===== config.mk =====
export PLATFORM = sky130hd
export DESIGN_NAME = spi_master_flat
export DESIGN_NICKNAME = d
export VERILOG_FILES = /design/src/rtl/spi_master_if.sv /design/src/rtl/spi_master.sv /design/src/flat_wrapper.sv
export SDC_FILE = /design/constraint.sdc
export NUM_CORES = 1
export LEC_CHECK = 0
export CORE_AREA = 4 4 71 57
export CTS_CLUSTER_DIAMETER = 150
export DETAILED_ROUTE_END_ITERATION = 8
export DIE_AREA = 0 0 75 61
export PLACE_DENSITY = 0.92
export SYNTH_ARGS = -nofsm -noshare
export SYNTH_HDL_FRONTEND = slang
export SYNTH_SLANG_ARGS = --single-unit

===== constraint.sdc =====
create_clock -name i_clk -period 4.98 [get_ports i_clk]
set_input_delay 1.494 -clock i_clk [delete_from_list [all_inputs] [get_ports i_clk]]
set_output_delay 1.494 -clock i_clk [all_outputs]
set_load 0.01 [all_outputs]

===== src/rtl/spi_master_if.sv =====
// SPI master host/pin bundle.
//   master modport : the spi_master side (drives pins and host results).
//   slave modport  : the host/board side (supplies requests and miso).
interface spi_master_if #(
    parameter int DATA_WIDTH = 8
) ();
    logic [DATA_WIDTH-1:0] data_in;
    logic                  data_in_valid;
    logic [DATA_WIDTH-1:0] data_out;
    logic                  data_out_valid;
    logic                  busy;
    logic                  sck;
    logic                  cs;
    logic                  mosi;
    logic                  miso;

    modport master (
        input  data_in, data_in_valid, miso,
        output data_out, data_out_valid, busy, sck, cs, mosi
    );

    modport slave (
        output data_in, data_in_valid, miso,
        input  data_out, data_out_valid, busy, sck, cs, mosi
    );
endinterface


===== src/rtl/spi_master.sv =====
// SPI mode-0 (CPOL=0, CPHA=0) master, MSB first, one word per cs frame.
// Frame: SETUP (CLK_DIV) -> SHIFT (2*DATA_WIDTH half-periods) -> HOLD (CLK_DIV)
//        -> GAP (CLK_DIV). busy covers exactly (2*DATA_WIDTH+3)*CLK_DIV cycles.
// Optional macro SPI_MASTER_BURST_EN: a request seen in HOLD's last cycle
// starts the next word without deasserting cs (GAP skipped).
// CLK_DIV must be >= 4 and DATA_WIDTH >= 2.
module spi_master #(
    parameter int DATA_WIDTH = 8,
    parameter int CLK_DIV    = 4
) (
    input  logic         i_clk,
    input  logic         i_rst_n,
    spi_master_if.master bus
);
    localparam int DIV_W = $clog2(CLK_DIV);
    localparam int BIT_W = $clog2(DATA_WIDTH) + 1;

    localparam logic [DIV_W-1:0] DIV_LAST  = DIV_W'(CLK_DIV - 1);
    localparam logic [DIV_W-1:0] DIV_PRE   = DIV_W'(CLK_DIV - 2);
    localparam logic [BIT_W-1:0] HALF_LAST = BIT_W'(2 * DATA_WIDTH - 1);
    localparam logic [BIT_W-1:0] FALL_LAST = BIT_W'(2 * DATA_WIDTH - 2);

    typedef enum logic [2:0] {
        S_IDLE,
        S_SETUP,
        S_SHIFT,
        S_HOLD,
        S_GAP
    } state_t;

    state_t                r_state;
    logic [DIV_W-1:0]      r_div;      // clk count within the current half-period / phase
    logic [BIT_W-1:0]      r_half;     // sck half-period index; even = sck high
    logic [DATA_WIDTH-1:0] r_tx;       // MSB is the bit currently on mosi
    logic [DATA_WIDTH-1:0] r_rx;
    logic [DATA_WIDTH-1:0] r_data_out;
    logic                  r_dov;
    logic                  r_busy;
    logic                  r_sck;
    logic                  r_cs;
    logic                  r_miso_s1;
    logic                  r_miso_s2;
    logic                  w_div_end;

    assign w_div_end = (r_div == DIV_LAST);

    // Two-flop synchronizer for the asynchronous miso pin.
    always_ff @(posedge i_clk or negedge i_rst_n) begin
        if (!i_rst_n) begin
            r_miso_s1 <= 1'b0;
            r_miso_s2 <= 1'b0;
        end else begin
            r_miso_s1 <= bus.miso;
            r_miso_s2 <= r_miso_s1;
        end
    end

    // Frame sequencer: all pin and host outputs come straight from these registers.
    always_ff @(posedge i_clk or negedge i_rst_n) begin
        if (!i_rst_n) begin
            r_state    <= S_IDLE;
            r_div      <= '0;
            r_half     <= '0;
            r_tx       <= '0;
            r_rx       <= '0;
            r_data_out <= '0;
            r_dov      <= 1'b0;
            r_busy     <= 1'b0;
            r_sck      <= 1'b0;
            r_cs       <= 1'b1;
        end else begin
            r_dov <= 1'b0;
            case (r_state)
                S_IDLE: begin
                    r_div  <= '0;
                    r_half <= '0;
                    if (bus.data_in_valid) begin
                        r_tx    <= bus.data_in;
                        r_cs    <= 1'b0;
                        r_busy  <= 1'b1;
                        r_state <= S_SETUP;
                    end
                end
                S_SETUP: begin
                    if (w_div_end) begin
                        // First rising edge: slave has seen the MSB for a full half-period.
                        r_div   <= '0;
                        r_sck   <= 1'b1;
                        r_rx    <= {r_rx[DATA_WIDTH-2:0], r_miso_s2};
                        r_state <= S_SHIFT;
                    end else begin
                        r_div <= r_div + 1'b1;
                    end
                end
                S_SHIFT: begin
                    if (w_div_end) begin
                        r_div <= '0;
                        if (r_half == HALF_LAST) begin
                            // Final low half done; sck is already 0.
                            r_half  <= '0;
                            r_state <= S_HOLD;
                        end else if (!r_half[0]) begin
                            // Falling edge; the last one leaves the final bit on mosi.
                            r_half <= r_half + 1'b1;
                            r_sck  <= 1'b0;
                            if (r_half != FALL_LAST)
                                r_tx <= {r_tx[DATA_WIDTH-2:0], 1'b0};
                        end else begin
                            r_half <= r_half + 1'b1;
                            r_sck  <= 1'b1;
                            r_rx   <= {r_rx[DATA_WIDTH-2:0], r_miso_s2};
                        end
                    end else begin
                        r_div <= r_div + 1'b1;
                    end
                end
                S_HOLD: begin
                    // Result is published during HOLD's last cycle.
                    if (r_div == DIV_PRE) begin
                        r_data_out <= r_rx;
                        r_dov      <= 1'b1;
                    end
                    if (w_div_end) begin
                        r_div <= '0;
`ifdef SPI_MASTER_BURST_EN
                        if (bus.data_in_valid) begin
                            r_tx    <= bus.data_in;
                            r_state <= S_SETUP;
                        end else begin
                            r_cs    <= 1'b1;
                            r_state <= S_GAP;
                        end
`else
                        r_cs    <= 1'b1;
                        r_state <= S_GAP;
`endif
                    end else begin
                        r_div <= r_div + 1'b1;
                    end
                end
                S_GAP: begin
                    if (w_div_end) begin
                        r_div   <= '0;
                        r_busy  <= 1'b0;
                        r_state <= S_IDLE;
                    end else begin
                        r_div <= r_div + 1'b1;
                    end
                end
                default: begin
                    r_state <= S_IDLE;
                end
            endcase
        end
    end

    assign bus.sck            = r_sck;
    assign bus.cs             = r_cs;
    assign bus.mosi           = r_tx[DATA_WIDTH-1];
    assign bus.busy           = r_busy;
    assign bus.data_out       = r_data_out;
    assign bus.data_out_valid = r_dov;

endmodule

===== src/flat_wrapper.sv =====
// flat-port wrapper written by rule: the top's interface ports become plain ports
module spi_master_flat 
#(
    parameter int DATA_WIDTH = 8,
    parameter int CLK_DIV    = 4
)
  (i_clk, i_rst_n, bus_data_in, bus_data_in_valid, bus_miso, bus_data_out, bus_data_out_valid, bus_busy, bus_sck, bus_cs, bus_mosi);
  spi_master_if #(.DATA_WIDTH(DATA_WIDTH)) bus_i ();
  input  logic i_clk;
  input  logic i_rst_n;
  input wire logic [$bits(bus_i.data_in)-1:0] bus_data_in;
  input wire logic [$bits(bus_i.data_in_valid)-1:0] bus_data_in_valid;
  input wire logic [$bits(bus_i.miso)-1:0] bus_miso;
  output wire logic [$bits(bus_i.data_out)-1:0] bus_data_out;
  output wire logic [$bits(bus_i.data_out_valid)-1:0] bus_data_out_valid;
  output wire logic [$bits(bus_i.busy)-1:0] bus_busy;
  output wire logic [$bits(bus_i.sck)-1:0] bus_sck;
  output wire logic [$bits(bus_i.cs)-1:0] bus_cs;
  output wire logic [$bits(bus_i.mosi)-1:0] bus_mosi;
  assign bus_i.data_in = bus_data_in;
  assign bus_i.data_in_valid = bus_data_in_valid;
  assign bus_i.miso = bus_miso;
  assign bus_data_out = bus_i.data_out;
  assign bus_data_out_valid = bus_i.data_out_valid;
  assign bus_busy = bus_i.busy;
  assign bus_sck = bus_i.sck;
  assign bus_cs = bus_i.cs;
  assign bus_mosi = bus_i.mosi;
  spi_master #(.DATA_WIDTH(DATA_WIDTH), .CLK_DIV(CLK_DIV)) u_core (.i_clk(i_clk), .i_rst_n(i_rst_n), .bus(bus_i));
endmodule

== Word level (Yosys, flattened, before mapping) ==
Index checks and enable logic that the tools add are counted.

* Multipliers: 0
* Shift operators: 0
* Divide/modulo/power cells: 0
* Magnitude comparators: 0
* Bitwise gates (word level): 0
* Add/sub/neg operators: 2
* Reductions and logical operators: 15
* Muxes and demuxes: 35
* Equality and inequality tests: 18

{| class="wikitable"
|+ Operators with widths
! cell !! count
|-
| 8-bit two-way mux || 9
|-
| 8-bit one-hot mux with 2 select lines || 2
|-
| 3-bit two-way mux || 6
|-
| 3-bit one-hot mux with 5 select lines || 1
|-
| 2-bit by 1-bit inequality test with 1-bit output, second input constant || 7
|-
| 6-bit AND reduction || 2
|-
| 2-bit nonzero test || 5
|-
| 1-bit two-way mux || 9
|-
| 4-bit two-way mux || 2
|-
| 4-bit one-hot mux with 2 select lines || 1
|-
| 3-bit by 2-bit == test with 1-bit output, second input constant || 2
|-
| 2-bit inequality test, second input constant || 3
|-
| 1-bit one-hot mux with 2 select lines || 3
|-
| 3-bit AND reduction || 2
|-
| 5-bit AND reduction || 1
|-
| 4-bit by 1-bit adder with 4-bit output, second input constant || 1
|-
| 2-bit == test, second input constant || 2
|-
| 4-bit == test, second input constant || 1
|-
| 4-bit inequality test, second input constant || 1
|-
| 2-bit one-hot mux with 2 select lines || 1
|-
| 2-bit AND reduction || 2
|-
| 4-bit AND reduction || 1
|-
| 4-bit OR reduction || 1
|-
| 3-bit by 1-bit == test with 1-bit output, second input constant || 1
|-
| 4 further kinds || 4
|}

* Input bits: 12
* Memories kept: 0
* Logic and storage cells: 82
* Bits in latches: 0
* Register bits after elaboration: 39
* Memory bits (writable): 0
* Output and inout port bits: 13
* Bits in read-only memories: 0

== Depth between registers and ports, before layout ==
* Depth after elaboration: 6
* Depth in mapped cells: 7
* Gate-level depth less buffers: 6

== Worst setup path after synthesis ==
OpenSTA, ideal clock, no wires.

* Path kind: in2reg
* From: in bus_data_in_valid
* To: reg u_core.r_tx[1]
* Buffers on the path: 0
* Setup time: 0.125 ns
* Stages on the path: 3
* Slack: 2.645 ns
* Data required time: 4.855 ns
* Arrival time: 2.210 ns
* Cells stage by stage: a32oi_1 > nor2_4 > mux2_4

* Cells in the longest elaborated chain, start to end: 2

{| class="wikitable"
|+ RTL lines
! element !! RTL line !! text
|-
| start: declaration || flat_wrapper.sv:12 || <nowiki>input wire logic [$bits(bus_i.data_in_valid)-1:0] bus_data_in_valid;</nowiki>
|-
| 2-bit inequality test (no source line) || -- ||
|-
| 6-bit AND reduction (no source line) || -- ||
|-
| end signal: assignment || spi_master.sv:78 || <nowiki>r_tx <= bus.data_in;</nowiki>
|-
| end signal: assignment || spi_master.sv:107 || <nowiki>r_tx <= {r_tx[DATA_WIDTH-2:0], 1'b0};</nowiki>
|-
| end: declaration || spi_master.sv:34 || <nowiki>logic [DATA_WIDTH-1:0] r_tx;</nowiki>
|}

No other way between the ends.
A chain may end at the register's enable or synchronous reset.

== Final worst setup path ==
* From: reg u_core.r_cs (netlist: u_core.bus.cs)
* To: out bus_cs

{| class="wikitable"
|+ RTL lines
! element !! RTL line !! text
|-
| start: declaration || spi_master.sv:40 || <nowiki>logic r_cs;</nowiki>
|-
| start signal: assignment || spi_master.sv:70 || <nowiki>r_cs <= 1'b1;</nowiki>
|-
| start signal: assignment || spi_master.sv:79 || <nowiki>r_cs <= 1'b0;</nowiki>
|-
| start signal: assignment || spi_master.sv:134 || <nowiki>r_cs <= 1'b1;</nowiki>
|-
| end: declaration || flat_wrapper.sv:18 || <nowiki>output wire logic [$bits(bus_i.cs)-1:0] bus_cs;</nowiki>
|}

No word-level cell between the ends.

==> flow_metrics.tcl <==
set metrics [dict create \
    antenna_found_initial 0 \
    p_per_area_nw_per_um2 291 \
    avgViaCountPerCell 5.58 \
    layout_commonest_cell "dfrtp_1" \
    core_um2 3270 \
    leakagePower_nw 1.04 \
    syn_inst 163 \
    cts_inserted_buffers 5 \
    finalCritPeriodShare 0.574 \
    path_clk_slew_ns 0.07 \
    io_pins 25 \
    nFillCells 227 \
    dr.first_iter.drc_count 59 \
    post_cts_buffers 0 \
    die_w_um 75 \
    ys_types 36 \
    dpl.hpwl_mm 2.53 \
    swShare 0.189 \
    finalMaxSlewViolations 0 \
    ir_drop_uv 247 \
    grt_max_degree 40 \
    h-tree-depth 2 \
    drt_pre_antenna_iters 4 \
    area.growth.synth_to_final_pct 20.1 \
    finalSetupTns_ns 0 \
    cp.arrival_ns 1.36 \
    clock_power_share 0.480 \
    syn-num-nets 179 \
    drv_cap 0 \
    path_max_fanout 3 \
    worstMarginPinSlew_ns 0.846 \
    crit_chain "clkdlybuf4s50_1" \
    outcome "finished clean" \
    drc 0 \
    synth_seq_cells 39 \
    overflow 0 \
    setup_viol 0 \
    critPathLaunchType "flop" \
    hold_class "reg -> reg" \
    seq_power_share 0.494 \
    gp_congestion 0.759 \
    cts_tree "done" \
    period_needed_ns 2.86 \
    routedWlPerCell_um 16.7 \
    skew_ns 0.00711 \
    cp_slowest_cell "dfstp_2" \
    cts_buffer_depth 2 \
    fp-row-count 18 \
    fin_hold_ws_ns 0.359 \
    grt_first_pass_wirelength_mm 6.14 \
    timing.critical_path.to_type "output port" \
    ys_seq_area_frac 0.523 \
    path_class "reg -> out" \
    relSlewSlack 0.436 \
    worst_ep_required_time_ns 3.49 \
    final_area_um2 2240 \
    synthesis.area_um2 1870 \
    routed_wl_mm 3.80 \
    postPlaceCellArea_um2 2110 \
    detail-route-antenna-nets 0 \
    critPathTopFamily "flip-flops" \
    p_switching_uw 123 \
    rsz0062_at_grt "no" \
    post_cts_resized 0 \
    final_cell_mix "dfrtp_1, nand2_1, clkdlybuf4s50_1" \
    clock-sinks 39 \
    fp.dieArea_um2 4580 \
    grt_pass1_vias 1302 \
    track_usage 0.185 \
    cts_root_buffer "clkbuf_8" \
    clk_latency_ns 0.30 \
    crit_buf_inv 1 \
    max_freq_ghz 0.350 \
    finalHoldViolations 0 \
    cts_hold_buf 0 \
    yosys_warnings 0 \
    num_vias 1273 \
    cp_slowest_stage_delay_ns 0.54 \
    io_buffers 24 \
    die_y_um 61 \
    intPower_uw 529 \
    p_comb_frac 0.026 \
    diodes 0 \
    start_util 0.572 \
    drive_above_1_share 0.213 \
    syn_avg_cell_area_um2 11.5 \
    fin_nets 203 \
]
-- cell usage after synthesis --
cell type  number  share of area
dfrtp_1        38           0.51
nand2_1        31          0.062
mux2_2         16          0.096
a21oi_1         8          0.021
inv_1           7          0.014
mux2_4          7          0.056
o21ai_0         7          0.019
ha_1            4          0.027
nor2_1          4         0.0080
a22o_1          3          0.014
clkbuf_1        3         0.0060
nand3_1         3         0.0080
a31oi_1         2         0.0067
buf_6           2          0.012
nand2b_1        2         0.0067
nor2_4          2          0.012
nor3_1          2         0.0054
o22ai_1         2         0.0067
o31ai_1         2         0.0080
xnor2_1         2         0.0094
a21oi_4         1         0.0087
a221oi_1        1         0.0047
a32oi_1         1         0.0047
a41oi_1         1         0.0047
and3_1          1         0.0034
buf_4           1         0.0040
clkbuf_2        1         0.0027
dfstp_2         1          0.014
mux2i_1         1         0.0054
nand3b_1        1         0.0040
nand4_1         1         0.0034
nor3_4          1         0.0087
nor3b_4         1          0.010
o21a_1          1         0.0040
or2_2           1         0.0034
or3b_4          1         0.0060
-- worst paths after layout --
check | slack (ns) | endpoint | from | cells past startpoint
max | 2.12 | bus_cs | u_core.bus.cs$_DFFE_PN1P_ | 1
min | 0.36 | u_core.r_miso_s2$_DFF_PN0_ | u_core.r_miso_s1$_DFF_PN0_ | 0
max reg2reg | 2.84 | u_core.r_rx[7]$_DFFE_PN0P_ | u_core.r_div[0]$_DFFE_PN0P_ | 4
min reg2reg | 0.36 | u_core.r_miso_s2$_DFF_PN0_ | u_core.r_miso_s1$_DFF_PN0_ | 0
max in group asynchronous | 3.15 | u_core.bus.busy$_DFFE_PN0P_ | i_rst_n | 1
min in group asynchronous | 1.30 | u_core.r_tx[3]$_DFFE_PN0P_ | i_rst_n | 1
-- registers in the layout, summed over array words and instances, names as in the netlist --
| register | count |
|---|---|
| u_core.bus.data_out | 8 |
| u_core.r_rx | 8 |
| u_core.r_tx | 8 |
| u_core.r_half | 4 |
| u_core.r_state | 3 |
| u_core.r_div | 2 |
| u_core.bus.busy | 1 |
| u_core.bus.cs | 1 |
| u_core.bus.data_out_valid | 1 |
| u_core.bus.sck | 1 |
| u_core.r_miso_s1 | 1 |
| u_core.r_miso_s2 | 1 |
-- power by group through the flow --
stage          Clock (mW)  Sequential, mW  Combinational, mW
6_report            0.313           0.322             0.0171
5_1_grt             0.332           0.322             0.0192
4_1_cts             0.320           0.322             0.0178
3_5_place_dp            0           0.328             0.0175
3_3_place_gp            0           0.328             0.0168
2_1_floorplan           0           0.327            0.00243
-- metrics by stage --
| step | util | total power, mW | instances | setup WS (ns) |
|---|---|---|---|---|
| finish | 0.687 | 0.652 | 228 | 2.12 |
| global route | 0.687 | 0.673 | 228 | 2.08 |
| CTS | 0.687 | 0.659 | 228 | 2.10 |
| detailed placement | 0.645 | 0.346 | 220 | 1.98 |
| global placement | 0.645 | 0.345 | 220 | 2.03 |
| floorplan | - | 0.330 | 163 | 2.65 |
-- routing by layer --
layer  GRT usage  vias to the layer above  part of all wire
met1       0.223                      605              0.43
met5           0                        -                 0
met2       0.299                       49              0.49
li1            -                      613                 -
met3      0.0795                        6             0.070
met4      0.0660                        0            0.0074
-- kinds of logic after synthesis --
family	after synthesis	synth area share
AND/OR/NAND/NOR	51	0.141
flip-flops	39	0.523
AO/OA/AOI/OAI	29	0.102
multiplexers	24	0.158
buffers and inverters	14	0.0388
adder cells (fa/ha/maj)	4	0.0268
XOR/XNOR	2	0.00938
-- cell type report --
type | instances | area [um2] | area share
Sequential cell | 39 | 977 | 0.436
Clock inverter | 3 | 67.6 | 0.0301
Multi-Input combinational cell | 110 | 818 | 0.365
Inverter | 7 | 26.3 | 0.0117
Clock buffer | 5 | 68.8 | 0.0307
Tap cell | 40 | 50.0 | 0.0223
Timing Repair Buffer | 24 | 235 | 0.105
No activity file was read; power rests on OpenSTA's default activity.
